--- src/rtl/alu_cmd_issuer_pkg.sv ---
// Shared types and constants for the ALU command issuer and its execute unit.
package alu_cmd_issuer_pkg;

    localparam int DATA_W    = 8;
    localparam int OP_W      = 3;
    // Tags are carried zero-extended to this width inside the command buffer.
    localparam int MAX_TAG_W = 16;

    localparam logic [OP_W-1:0] OP_ADD  = 3'd0;
    localparam logic [OP_W-1:0] OP_SUB  = 3'd1;
    localparam logic [OP_W-1:0] OP_MAX  = 3'd2;
    localparam logic [OP_W-1:0] OP_MIN  = 3'd3;
    localparam logic [OP_W-1:0] OP_SHL2 = 3'd4;
    localparam logic [OP_W-1:0] OP_SRA3 = 3'd5;

    typedef struct packed {
        logic [OP_W-1:0]      op;
        logic [DATA_W-1:0]    a;
        logic [DATA_W-1:0]    b;
        logic [MAX_TAG_W-1:0] tag;
    } cmd_t;

endpackage

--- src/rtl/alu_cmd_issuer_if.sv ---
// Command and result handshakes between a command producer (master) and the issuer (slave).
interface alu_cmd_issuer_if
    import alu_cmd_issuer_pkg::*;
#(
    parameter int TAG_W = 4
);
    logic                  cmd_valid;
    logic                  cmd_ready;
    logic [OP_W-1:0]       cmd_op;
    logic [DATA_W-1:0]     cmd_a;
    logic [DATA_W-1:0]     cmd_b;
    logic [TAG_W-1:0]      cmd_tag;

    logic                  res_valid;
    logic                  res_ready;
    logic [DATA_W-1:0]     res_z;
    logic                  res_of;
    logic                  res_err;
    logic [TAG_W-1:0]      res_tag;

    modport master (
        output cmd_valid, cmd_op, cmd_a, cmd_b, cmd_tag, res_ready,
        input  cmd_ready, res_valid, res_z, res_of, res_err, res_tag
    );

    modport slave (
        input  cmd_valid, cmd_op, cmd_a, cmd_b, cmd_tag, res_ready,
        output cmd_ready, res_valid, res_z, res_of, res_err, res_tag
    );

endinterface

--- src/rtl/alu_exec.sv ---
// Combinational 8-bit signed execute unit: op/A/B -> Z, signed overflow, illegal-op flag.
module alu_exec
    import alu_cmd_issuer_pkg::*;
(
    input  logic [OP_W-1:0]   op,
    input  logic [DATA_W-1:0] a,
    input  logic [DATA_W-1:0] b,
    output logic [DATA_W-1:0] z,
    output logic              of,
    output logic              err
);
    localparam int MSB = DATA_W - 1;

    logic [DATA_W-1:0] sum;
    logic [DATA_W-1:0] diff;

    assign sum  = a + b;
    assign diff = a - b;

    always_comb begin
        z   = '0;
        of  = 1'b0;
        err = 1'b0;
        case (op)
            OP_ADD: begin
                z  = sum;
                of = (a[MSB] & b[MSB] & ~sum[MSB]) | (~a[MSB] & ~b[MSB] & sum[MSB]);
            end
            OP_SUB: begin
                z  = diff;
                of = (a[MSB] & ~b[MSB] & ~diff[MSB]) | (~a[MSB] & b[MSB] & diff[MSB]);
            end
            OP_MAX:  z = ($signed(a) > $signed(b)) ? a : b;
            OP_MIN:  z = ($signed(a) < $signed(b)) ? a : b;
            OP_SHL2: z = a << 2;
            OP_SRA3: z = $signed(b) >>> 3;
            default: err = 1'b1;
        endcase
    end

endmodule

--- src/rtl/alu_cmd_issuer.sv ---
// Buffers ALU commands in a small FIFO, issues one per cycle through alu_exec and
// returns registered results with a sticky overflow flag and an issue counter.
module alu_cmd_issuer
    import alu_cmd_issuer_pkg::*;
#(
    parameter int DEPTH = 4,
    parameter int TAG_W = 4,
    parameter int CNT_W = 16
) (
    input  logic             clk,
    input  logic             rst,
    alu_cmd_issuer_if.slave  bus,
    input  logic             clr_sticky,
    output logic             of_sticky,
    output logic [CNT_W-1:0] op_count
);
    localparam int          AW     = $clog2(DEPTH);
    localparam logic [AW:0] FULL_N = DEPTH[AW:0];

    cmd_t              mem [DEPTH];
    logic [AW-1:0]     wr_ptr;
    logic [AW-1:0]     rd_ptr;
    logic [AW:0]       count;
    logic              full;
    logic              empty;
    logic              push;
    logic              pop;
    cmd_t              wr_cmd;
    cmd_t              head;
    logic [DATA_W-1:0] ex_z;
    logic              ex_of;
    logic              ex_err;
    logic              unused_tag_hi;

    assign full          = (count == FULL_N);
    assign empty         = (count == '0);
    assign bus.cmd_ready = !full;
    assign push          = bus.cmd_valid && !full;
    // Refill the result register whenever it is empty or being drained this edge.
    assign pop           = !empty && (!bus.res_valid || bus.res_ready);

    assign wr_cmd = '{op: bus.cmd_op, a: bus.cmd_a, b: bus.cmd_b,
                      tag: MAX_TAG_W'(bus.cmd_tag)};
    assign head   = mem[rd_ptr];
    assign unused_tag_hi = ^(head.tag >> TAG_W);

    always_ff @(posedge clk) begin
        if (push) mem[wr_ptr] <= wr_cmd;
    end

    alu_exec u_exec (
        .op  (head.op),
        .a   (head.a),
        .b   (head.b),
        .z   (ex_z),
        .of  (ex_of),
        .err (ex_err)
    );

    always_ff @(posedge clk or posedge rst) begin
        if (rst) begin
            wr_ptr        <= '0;
            rd_ptr        <= '0;
            count         <= '0;
            bus.res_valid <= 1'b0;
            bus.res_z     <= '0;
            bus.res_of    <= 1'b0;
            bus.res_err   <= 1'b0;
            bus.res_tag   <= '0;
            of_sticky     <= 1'b0;
            op_count      <= '0;
        end else begin
            if (push) wr_ptr <= wr_ptr + 1'b1;
            if (pop)  rd_ptr <= rd_ptr + 1'b1;
            if (push && !pop)      count <= count + 1'b1;
            else if (!push && pop) count <= count - 1'b1;

            if (pop) begin
                bus.res_valid <= 1'b1;
                bus.res_z     <= ex_z;
                bus.res_of    <= ex_of;
                bus.res_err   <= ex_err;
                bus.res_tag   <= head.tag[TAG_W-1:0];
                op_count      <= op_count + 1'b1;
            end else if (bus.res_ready) begin
                bus.res_valid <= 1'b0;
            end

            // A new overflow outranks a clear on the same edge.
            if (pop && ex_of)    of_sticky <= 1'b1;
            else if (clr_sticky) of_sticky <= 1'b0;
        end
    end

endmodule
--- src/flat_wrapper.sv ---
// flat-port wrapper written by rule: the top's interface ports become plain ports
module alu_cmd_issuer_flat import alu_cmd_issuer_pkg::*;
#(
    parameter int DEPTH = 4,
    parameter int TAG_W = 4,
    parameter int CNT_W = 16
)
  (clk, rst, clr_sticky, of_sticky, op_count, bus_cmd_valid, bus_cmd_op, bus_cmd_a, bus_cmd_b, bus_cmd_tag, bus_res_ready, bus_cmd_ready, bus_res_valid, bus_res_z, bus_res_of, bus_res_err, bus_res_tag);
  alu_cmd_issuer_if #(.TAG_W(TAG_W)) bus_i ();
  input  logic clk;
  input  logic rst;
  input  logic clr_sticky;
  output logic of_sticky;
  output logic [CNT_W-1:0] op_count;
  input wire logic [$bits(bus_i.cmd_valid)-1:0] bus_cmd_valid;
  input wire logic [$bits(bus_i.cmd_op)-1:0] bus_cmd_op;
  input wire logic [$bits(bus_i.cmd_a)-1:0] bus_cmd_a;
  input wire logic [$bits(bus_i.cmd_b)-1:0] bus_cmd_b;
  input wire logic [$bits(bus_i.cmd_tag)-1:0] bus_cmd_tag;
  input wire logic [$bits(bus_i.res_ready)-1:0] bus_res_ready;
  output wire logic [$bits(bus_i.cmd_ready)-1:0] bus_cmd_ready;
  output wire logic [$bits(bus_i.res_valid)-1:0] bus_res_valid;
  output wire logic [$bits(bus_i.res_z)-1:0] bus_res_z;
  output wire logic [$bits(bus_i.res_of)-1:0] bus_res_of;
  output wire logic [$bits(bus_i.res_err)-1:0] bus_res_err;
  output wire logic [$bits(bus_i.res_tag)-1:0] bus_res_tag;
  assign bus_i.cmd_valid = bus_cmd_valid;
  assign bus_i.cmd_op = bus_cmd_op;
  assign bus_i.cmd_a = bus_cmd_a;
  assign bus_i.cmd_b = bus_cmd_b;
  assign bus_i.cmd_tag = bus_cmd_tag;
  assign bus_i.res_ready = bus_res_ready;
  assign bus_cmd_ready = bus_i.cmd_ready;
  assign bus_res_valid = bus_i.res_valid;
  assign bus_res_z = bus_i.res_z;
  assign bus_res_of = bus_i.res_of;
  assign bus_res_err = bus_i.res_err;
  assign bus_res_tag = bus_i.res_tag;
  alu_cmd_issuer #(.DEPTH(DEPTH), .TAG_W(TAG_W), .CNT_W(CNT_W)) u_core (.clk(clk), .rst(rst), .bus(bus_i), .clr_sticky(clr_sticky), .of_sticky(of_sticky), .op_count(op_count));
endmodule
--- config.mk ---
export PLATFORM = sky130hd
export DESIGN_NAME = alu_cmd_issuer_flat
export DESIGN_NICKNAME = d
export VERILOG_FILES = /design/src/rtl/alu_cmd_issuer_pkg.sv /design/src/rtl/alu_cmd_issuer_if.sv /design/src/rtl/alu_exec.sv /design/src/rtl/alu_cmd_issuer.sv /design/src/flat_wrapper.sv
export SDC_FILE = /design/constraint.sdc
export NUM_CORES = 1
export LEC_CHECK = 0
export CAP_MARGIN = 40
export CORE_MARGIN = 8
export CORE_UTILIZATION = 40
export DETAILED_ROUTE_END_ITERATION = 10
export GPL_ROUTABILITY_DRIVEN = 0
export SYNTH_ARGS = -nofsm -noshare
export SYNTH_HDL_FRONTEND = slang
export SYNTH_HIERARCHICAL = 1
export SYNTH_SLANG_ARGS = --single-unit
--- constraint.sdc ---
create_clock -name clk -period 3.8 [get_ports clk]
set_clock_uncertainty 0.2 [all_clocks]
set_input_delay 0.57 -clock clk [delete_from_list [all_inputs] [get_ports clk]]
set_output_delay 0.57 -clock clk [all_outputs]
set_load 0.005 [all_outputs]
==> metrics.csv, run 1 <==
stage,metric,value,unit
outcome,status,completed,
clocking,Worst-Skew Late Latency,420,ps
floorplanning,die width,145,um
cells_and_area,# fillers,1385,
synth,most common cell in the netlist,edfxtp_1,
worst_setup_path,critical path's most frequent cell,nand2_1,
synth,Post-synth ARST share,29.8,%
worst_setup_path,Critical Path RT,3900,ps
timing,Final setup viols,0,
clocking,clk root buf,clkbuf_16,
floorplanning,Top Ports,61,
flow_run,MaxCap Viol Count,0,
clocking,CTS tree,done,
timing,relative slew slack,47.3,%
worst_setup_path,CP max stage cell,mux4_2,
timing,worst-margin pin slew,788,ps
timing,hold slack,271,ps
pwr,pwr dens,1040,nW/um^2
synth,synthesized netlist cell count,501,
global_routing,GRT Residual Overflow,0,
placed_design,HPWL after detailed placement,10600,um
synth,Synth cell types,73,
synth,Post-Syn Area,6620,sq um
synth,Post-Syn Nets,556,
timing,post-route clock period utilization,93.8,%
clocking,Post-CTS Setup Inserts,0,
synth,Post-synth top cells,"edfxtp_1 (92), nand2_1 (64), dfrtp_1 (39)",
timing,max frequency,0.281,GHz
timing,Final Hold Vio Count,0,
floorplanning,die area,20900,sq um
cells_and_area,share of cells above drive strength 1,16.7,%
timing,Pins Over Slew Limit,0,
cells_and_area,Final #Nets,635,
worst_setup_path,crit-path max FO,10,
worst_setup_path,worst r2r src,u_core/rd_ptr[0],
global_routing,initial antenna violation count,0,
global_routing,first-pass GRT wire length,24100,um
pwr,Power Internal,0.00507,W
synth,ys flop type,edfxtp_1,
placed_design,count of input and output buffers,60,
floorplanning,# rows,47,
timing,Setup WS post-layout,235,ps
pwr,switching share of power,40.3,%
pwr,sequential share of power,24.7,%
worst_setup_path,WS Path Type,register to register,
worst_setup_path,R2R depth,11,
worst_setup_path,critical path cell sequence,buf_4 > mux4_2 > ha_1 > a21o_1 > a221o_1 > nand3_1 > mux2_2 > a211oi_1 > o2111ai_1 > nand2_1 > nand2_1,
min_path,WHS Path Cells,2,
timing,final worst path period need,3560,ps
worst_setup_path,crit path from,u_core/rd_ptr[0],
synth,Post-Syn Area per Cell,13.2,sq um
clocking,CTS buffer count,17,
route,drc violations,0,
synth,synth top area cells,"edfxtp_1 (42%), dfrtp_1 (15%), mux4_2 (7.8%), ha_1 (4.5%), nand2_1 (3.6%)",
route,drt via density,5.42,
placed_design,dpl ws,288,ps
route,Post-Route WL,15000,um
pwr,Clock power frac,20.3,%
synth,Synthesis Warnings,6,
global_routing,largest net degree at the start of global routing,40,
worst_setup_path,Worst Setup End Kind,register,
clocking,CTS H-tree depth,4,
cells_and_area,antenna cell count,0,
route,antenna-violating nets left,0,
pwr,combinational fraction of design power,55.0,%
global_routing,vias in the first global route,4531,
floorplanning,CORE AREA,16400,sq um
pwr,Peak VDD IR,458,uV
pwr,Switch Pwr,0.00343,W
min_path,class of the worst hold path,register to register,
worst_setup_path,"Largest stage delay, worst path",610,ps
route,Iter 0 DRT Violations,280,
global_routing,GRT Total Usage,15.2,%
synth,"area leader, netlist",edfxtp_1,
worst_setup_path,CP Launch Type,register,
route,DRT Pass-1 Iters,5,
clocking,Clock Pin Slew Worst Setup and Hold Paths,60,ps
timing,unrepaired setup endpoints after global routing,no,
floorplanning,Initial Utilization,40.4,%
min_path,Hold Startpoint,u_core/bus.res_z[7],
synth,Synth Register Bits,131,
synth,Synth top area share,41.7,%
route,Wirelength per Cell,18.5,um
floorplanning,Die Ht,145,um
cells_and_area,Syn-to-layout area delta,23.5,%
clocking,number of clock sinks,131,
synth,sequential element share of the synthesized area,56.5,%
timing,setup TNS,0,ps
synth,Post-synth EDFFs,92,
pwr,leakage,3.12,nW
worst_setup_path,Crit path arrival time,3670,ps
clocking,CTS max path bufs,2,
route,via count,4404,
-- layer usage --
| layer | track usage (%) | wire (um) |
|---|---|---|
| met5 | 0 | 0 |
| met4 | 6.96 | 334 |
| met3 | 3.28 | 593 |
| met2 | 24.9 | 7470 |
| met1 | 19.0 | 6630 |
-- metrics by stage --
step                      instance area [sq um]  std cells  power [W]  util [%]
after floorplan                            6620        501    0.00542         -
after global placement                     7540        781    0.00669      46.0
after detailed placement                   7540        781    0.00674      46.0
after CTS                                  8170        813    0.00851      49.8
after global routing                       8180        813    0.00906      49.8
final                                      8180        813    0.00850      49.8
-- flip-flops by register name, summed over array words and instances (netlist names) --
register	cells
u_core/op_count	16
u_core/wr_ptr	2
u_core/bus.res_tag	4
u_core/rd_ptr	2
u_core/mem	92
u_core/bus.res_z	8
u_core/count	3
u_core/of_sticky	1
u_core/bus.res_err	1
u_core/bus.res_valid	1
u_core/bus.res_of	1
-- worst max-delay path, delay by kind of cell (launching register included) --
family          cells  cell delay (ps)
flops               1              400
mux                 2              950
compound gates      4              990
simple gates        3              260
buf+inv             1              250
fa+ha+maj           1              390
-- area by class of cell --
class	instances	area [sq um]	share of cell area [%]
Clock inverter	14	203	2.48
Clock buffer	18	429	5.25
Inverter	21	78.8	0.964
Multi-Input combinational cell	326	2670	32.7
Sequential cell	131	3740	45.7
Tap cell	220	275	3.37
Timing Repair Buffer	83	777	9.50
-- logic make-up (layout without fill, tap and decap cells) --
kind of cell / after synthesis / count (layout) / synth area share, %
flops: 131 / 131 / 56.5
buf+inv: 44 / 136 / 3.16
compound gates: 73 / 73 / 7.73
mux: 46 / 46 / 11.4
xor+xnor: 23 / 23 / 3.04
fa+ha+maj: 28 / 28 / 5.59
simple gates: 156 / 156 / 12.6
-- power groups by stage --
stage | Sequential [W] | Clock (W) | Combinational (W)
2_1_floorplan | 0.00208 | 0 | 0.00333
3_5_place_dp | 0.00213 | 0 | 0.00461
5_1_grt | 0.00214 | 0.00182 | 0.00510
6_report | 0.00210 | 0.00172 | 0.00467
3_3_place_gp | 0.00212 | 0 | 0.00457
4_1_cts | 0.00211 | 0.00177 | 0.00464
-- cell usage in the layout, fill, tap and decap left out, types with 6 or more instances in the layout --
cell,count
mux2i_1,18
and2_1,6
and3_1,6
xnor2_1,16
nand3_1,10
mux4_2,23
o221ai_1,6
inv_1,20
nand2_1,64
dfrtp_1,38
o21ai_0,14
nand2b_1,10
xor2_1,7
clkbuf_16,17
edfxtp_1,92
ha_1,24
nor2_1,18
buf_4,22
a21oi_1,15
clkdlybuf4s50_1,60
nor3_1,6
-- path summary, 6_finish.rpt --
path / endpoint / slack, ps
setup / recovery: u_core/bus.res_z[7] / 240
hold / removal: u_core/bus.res_z[7] / 270
setup reg to reg: u_core/bus.res_z[7] / 240
hold reg to reg: u_core/bus.res_z[7] / 270
max in group asynchronous: u_core/rd_ptr[0] / 2630
min in group asynchronous: u_core/bus.res_tag[0] / 390
-- repair_timing --
| action | 4_1_cts | 5_1_grt |
|---|---|---|
| hold buffers | 0 | 0 |
| gates resized for setup | 0 | 2 |
| endpoints found under the setup margin | 0 | 3 |
Note: power is estimated with default switching activity, not from simulation.
==> inputs of run 2 (changes only) <==
ABC_AREA = 1   (was default)
SYNTH_HIERARCHICAL = default   (was 1)
==> run 2 against run 1 <==
Net effect:
- register-to-register slack gained 160 ps
- highest routed layer unchanged
- hold slack gained 5.9 ps
- largest cell class unchanged
- sequential share of layout area grew 0.36 points
- clock-buffer cell count grew 1
- first-iteration DRC count grew 54%
- worst setup slack gained 160 ps
- via count grew 16%
- synthesized cell count grew 45%
- area after synthesis grew 1.4%
==> metrics.csv, run 2 <==
stage,metric,value,unit
outcome,status,completed,
synth,Post-synth ARST share,29.8,%
global_routing,GRT Total Usage,15.1,%
synth,Post-synth top cells,"nand2_1 (192), edfxtp_1 (92), nand3_1 (88)",
route,Wirelength per Cell,15.2,um
worst_setup_path,WS Path Type,register to register,
global_routing,largest net degree at the start of global routing,52,
worst_setup_path,critical path cell sequence,inv_4 > a21oi_1 > o21ai_1 > nand2_1 > inv_1 > ha_1 > inv_1 > fa_1 > nand3_1 > nand3_1 > nand2_2 > nand2_2 > nand2_2 > nand2_2 > nand2_2 > nand2_1 > nand3_1 > nand3_1 > nand2_1 > nand2_1,
min_path,Hold Startpoint,u_core.op_count[15],
clocking,CTS max path bufs,2,
cells_and_area,"commonest non-fill, non-tap cell in the layout",nand2_1,
placed_design,HPWL after detailed placement,10700,um
clocking,CTS tree,done,
cells_and_area,Regs by FF count,"u_core.mem (92), u_core.op_count (16), u_core.bus.res_z (8)",
clocking,number of clock sinks,131,
floorplanning,CORE AREA,16500,sq um
route,drc violations,0,
route,Met2 Routed Length,7640,um
timing,hold slack,277,ps
cells_and_area,share of cells above drive strength 1,8.23,%
min_path,hold endpoint,u_core.op_count[15],
worst_setup_path,Worst Setup End Kind,register,
synth,ys flop type,edfxtp_1,
clocking,CTS buffer count,17,
worst_setup_path,Critical Path RT,3910,ps
clocking,Clock Pin Slew Worst Setup and Hold Paths,60,ps
cells_and_area,"Most flops, register",u_core.mem,
cells_and_area,final cell count without fillers,1022,
synth,synth top area cells,"edfxtp_1 (41%), dfrtp_1 (15%), nand2_1 (11%), nand3_1 (6.6%), ha_1 (4.5%)",
floorplanning,die area,21200,sq um
timing,Setup WS post-layout,399,ps
timing,post-route clock period utilization,89.5,%
worst_setup_path,CP max stage cell,dfrtp_1,
synth,Post-Syn Nets,779,
route,Met1 Routed Length,6970,um
synth,most common cell in the netlist,nand2_1,
timing,final worst path period need,3400,ps
floorplanning,Initial Utilization,40.8,%
synth,synthesized netlist cell count,724,
synth,Post-synth EDFFs,92,
worst_setup_path,critical path's most frequent cell,nand2_2,
worst_setup_path,r2r endpoint,u_core.bus.res_z[4],
placed_design,dpl ws,427,ps
timing,max frequency,0.294,GHz
worst_setup_path,CP Launch Type,register,
flow_run,MaxCap Viol Count,0,
worst_setup_path,Critical Path Stages,20,
synth,Post-Syn Area per Cell,9.27,sq um
clocking,cts hold-fix bufs,0,
global_routing,first-pass GRT wire length,25500,um
route,drt via density,5.01,
min_path,class of the worst hold path,register to register,
timing,Final Hold Vio Count,0,
timing,worst-margin pin slew,500,ps
placed_design,placed instance count,990,
cells_and_area,max reg flops,92,
route,via count,5119,
route,antenna-violating nets left,0,
clocking,CTS H-tree depth,4,
synth,Post-Syn Area,6710,sq um
worst_setup_path,"Largest delay share family, worst path",simple AND/OR/NAND/NOR gates,
route,met3 WL,661,um
route,Post-Route WL,15500,um
floorplanning,Die Ht,146,um
cells_and_area,Final #Nets,844,
cells_and_area,antenna cell count,0,
worst_setup_path,crit-path max FO,43,
worst_setup_path,worst path bufs/invs,3,
clocking,Post-CTS Setup Inserts,0,
worst_setup_path,worst r2r src,u_core.rd_ptr[0],
cells_and_area,# fillers,1526,
global_routing,vias in the first global route,5080,
cells_and_area,most frequent cells in the layout,"nand2_1 (192), edfxtp_1 (92), nand3_1 (88), nor2_1 (70), inv_1 (67)",
clocking,Worst-Skew Late Latency,420,ps
synth,"area leader, netlist",edfxtp_1,
floorplanning,# rows,47,
synth,Synthesis Warnings,0,
clocking,post-cts resize count,0,
timing,Final setup viols,0,
worst_setup_path,Crit path arrival time,3510,ps
clocking,clk root buf,clkbuf_16,
timing,unrepaired setup endpoints after global routing,no,
timing,setup TNS,0,ps
min_path,WHS Path Cells,1,
timing,relative slew slack,66.7,%
floorplanning,Top Ports,61,
worst_setup_path,"Largest stage delay, worst path",430,ps
worst_setup_path,Reg2Reg Setup Slack,400,ps
synth,sequential element share of the synthesized area,55.7,%
global_routing,initial antenna violation count,0,
route,DRT Pass-1 Iters,5,
placed_design,count of input and output buffers,60,
worst_setup_path,R2R depth,20,
timing,Pins Over Slew Limit,0,
synth,Synth Register Bits,131,
synth,Synth cell types,37,
route,top sig layer,met4,
global_routing,GRT Residual Overflow,0,
cells_and_area,Syn-to-layout area delta,20.8,%
synth,Synth top area share,41.2,%
floorplanning,die width,146,um
route,Iter 0 DRT Violations,431,
## run 2: per-layer routing
metal	global-route usage, %	vias to the layer above
li1	-	2534
met1	18.4	2424
met2	25.3	135
met3	3.48	26
met4	6.19	0
met5	0	-
## run 2: how the worst max path moves through the flow
stage                     slack [ps]             endpoint        startpoint
after floorplan                  810  u_core.bus.res_z[1]  u_core.rd_ptr[0]
after global placement           540  u_core.bus.res_z[2]  u_core.rd_ptr[0]
after detailed placement         430  u_core.bus.res_z[2]  u_core.rd_ptr[0]
after CTS                        410  u_core.bus.res_z[2]  u_core.rd_ptr[0]
after global routing              60  u_core.bus.res_z[0]  u_core.rd_ptr[0]
final                            400  u_core.bus.res_z[4]  u_core.rd_ptr[0]
## run 2: per-stage QoR
step,cell area (sq um),utilization (%)
floorplan,6710,-
global placement,7530,45.7
detailed placement,7530,45.7
CTS,8110,49.3
global route,8110,49.3
finish,8110,49.3
## run 2: cell families (layout without fill, tap and decap cells)
group | after synthesis | in the layout | share of synthesized area, %
AO/OA/AOI/OAI | 60 | 60 | 4.85
flip-flops | 131 | 131 | 55.7
buffers and inverters | 93 | 171 | 6.10
XOR/XNOR | 19 | 19 | 2.48
AND/OR/NAND/NOR | 394 | 394 | 25.5
adder cells (fa/ha/maj) | 27 | 27 | 5.37
## run 2: layout make-up
type                            count  area (sq um)  share of cell area (%)
Inverter                           71           269                    3.32
Multi-Input combinational cell    500          2570                    31.7
Clock inverter                     13           148                    1.82
Clock buffer                       19           433                    5.34
Timing Repair Buffer               68           673                    8.30
Tap cell                          220           275                    3.39
Sequential cell                   131          3740                    46.1
Power of run 2 is left out: the tool's default activity adds up to more than one toggle a clock period on the data nets, which glitch-free logic cannot reach.
==> inputs of run 3 (changes only) <==
--- a/config.mk
+++ b/config.mk
@@ -9,5 +9,5 @@
 export CAP_MARGIN = 40
 export CORE_MARGIN = 8
-export CORE_UTILIZATION = 40
+export CORE_UTILIZATION = 39
 export DETAILED_ROUTE_END_ITERATION = 10
 export GPL_ROUTABILITY_DRIVEN = 0
==> constraint.sdc (replaced) <==
create_clock -name clk -period 3.8 [get_ports clk]
set_clock_uncertainty 0.2 [all_clocks]
set_input_delay 1.14 -clock clk [delete_from_list [all_inputs] [get_ports clk]]
set_output_delay 1.14 -clock clk [all_outputs]
set_load 0.005 [all_outputs]
==> run 3 against run 2 <==
Net effect:
- non-clock buffer count increased by 5
- worst setup slack improved by 77 ps
- via count increased by 0.31%
- critical path depth decreased by 1
- hold slack got worse by 3.3 ps
- die area increased by 2.3%
- register-to-register slack improved by 80 ps
- cell count increased by 0.98%
- global-route usage decreased by 0.19 points
- critical endpoint is now u_core.bus.res_z[2]
==> metrics.csv, run 3 (same netlist as run 2, synthesis figures left out) <==
stage,metric,value,unit
worst_setup_path,WS Path Type,register to register,
global_routing,vias in the first global route,5291,
timing,final worst path period need,3320,ps
clocking,CTS tree,done,
worst_setup_path,crit-path max FO,30,
route,antenna-violating nets left,0,
cells_and_area,Syn-to-layout area delta,21.8,%
cells_and_area,share of cells above drive strength 1,9.17,%
route,Post-Route WL,15300,um
cells_and_area,max reg flops,92,
worst_setup_path,CP Launch Type,register,
floorplanning,CORE AREA,17100,sq um
cells_and_area,most frequent cells in the layout,"nand2_1 (192), edfxtp_1 (92), nand3_1 (88), nor2_1 (70), inv_1 (67)",
route,Iter 0 DRT Violations,424,
worst_setup_path,CP max stage cell,dfrtp_1,
clocking,CTS H-tree depth,4,
min_path,class of the worst hold path,register to register,
cells_and_area,"Most flops, register",u_core.mem,
floorplanning,Top Ports,61,
timing,unrepaired setup endpoints after global routing,no,
timing,worst-margin pin slew,511,ps
worst_setup_path,"Largest stage delay, worst path",440,ps
cells_and_area,antenna cell count,0,
worst_setup_path,Crit path arrival time,3470,ps
route,drc violations,0,
timing,max frequency,0.301,GHz
floorplanning,die area,21700,sq um
clocking,CTS buffer count,17,
route,DRT Pass-1 Iters,5,
worst_setup_path,Critical Path RT,3950,ps
route,drt via density,4.98,
timing,hold slack,274,ps
clocking,number of clock sinks,131,
outcome,status,completed,
route,Wirelength per Cell,14.8,um
floorplanning,# rows,48,
worst_setup_path,Worst Setup End Kind,register,
global_routing,GRT Total Usage,14.9,%
clocking,CTS max path bufs,2,
cells_and_area,"commonest non-fill, non-tap cell in the layout",nand2_1,
clocking,post-cts resize count,0,
timing,setup TNS,0,ps
floorplanning,Initial Utilization,39.3,%
global_routing,first-pass GRT wire length,26000,um
placed_design,placed cell areas,7590,sq um
global_routing,initial antenna violation count,0,
route,via count,5135,
timing,Final Hold Vio Count,0,
global_routing,GRT Residual Overflow,0,
timing,Final setup viols,0,
timing,Pins Over Slew Limit,0,
cells_and_area,Regs by FF count,"u_core.mem (92), u_core.op_count (16), u_core.bus.res_z (8)",
floorplanning,Die Ht,147,um
clocking,clk root buf,clkbuf_16,
cells_and_area,Final #Nets,849,
worst_setup_path,critical path cell sequence,inv_4 > buf_4 > nand2_1 > nand3_1 > nand2_1 > ha_1 > inv_2 > nand2_1 > nor2_2 > nand2_2 > nand2_2 > nand2_2 > nand2_2 > nand2_2 > nand2_1 > nand3_1 > nand3_1 > nand2_1 > nand2_1,
placed_design,count of input and output buffers,60,
timing,relative slew slack,65.9,%
clocking,cts hold-fix bufs,0,
global_routing,largest net degree at the start of global routing,40,
clocking,Worst-Skew Late Latency,410,ps
worst_setup_path,critical path's most frequent cell,nand2_1,
flow_run,MaxCap Viol Count,0,
clocking,Clock Pin Slew Worst Setup and Hold Paths,70,ps
floorplanning,die width,147,um
cells_and_area,"Design Area, Final",8180,sq um
clocking,Post-CTS Setup Inserts,0,
placed_design,HPWL after detailed placement,10800,um
timing,post-route clock period utilization,87.5,%
==> run 3: worst paths after layout <==
kind                                          start             endpoint  slack (ps)  depth (start not counted)
worst max-delay path               u_core.rd_ptr[0]  u_core.bus.res_z[2]         480                         19
worst min-delay path            u_core.op_count[15]  u_core.op_count[15]         270                          1
worst max register to register     u_core.rd_ptr[0]  u_core.bus.res_z[2]         480                         19
worst min register to register  u_core.op_count[15]  u_core.op_count[15]         270                          1
max in group asynchronous                       rst   u_core.bus.res_err        2080                          3
min in group asynchronous                       rst  u_core.op_count[14]         960                          3
==> run 3: worst max-delay path, delay by kind of cell, from the launching register on <==
family                     cells  cell delay [ps]
adders and majority gates      1              430
DFF                            1              440
and+or+nand+nor               15             1540
buffers and inverters          3              650
==> run 3: routing by layer <==
layer | track usage, % | up-vias | part of all wire [%]
met2 | 24.5 | 141 | 48
met1 | 18.3 | 2428 | 45
met4 | 5.97 | 0 | 1.9
li1 | - | 2540 | -
met5 | 0 | - | 0
met3 | 3.78 | 26 | 4.8
==> run 3: area by class of cell <==
cell class,instances,area (sq um)
Fill cell,1612,8880
Tap cell,225,282
Clock buffer,17,425
Sequential cell,131,3740
Timing Repair Buffer,73,723
Clock inverter,15,164
Multi-Input combinational cell,500,2570
Inverter,71,269
==> run 3: through the flow <==
step	cells	worst slack, ps	utilization [%]
floorplan	724	810	-
global placement	1000	523	44.5
detailed placement	1000	507	44.5
CTS	1032	479	47.9
global route	1032	89.6	47.9
finish	1032	476	47.9
Power of run 3 is left out for the same reason.
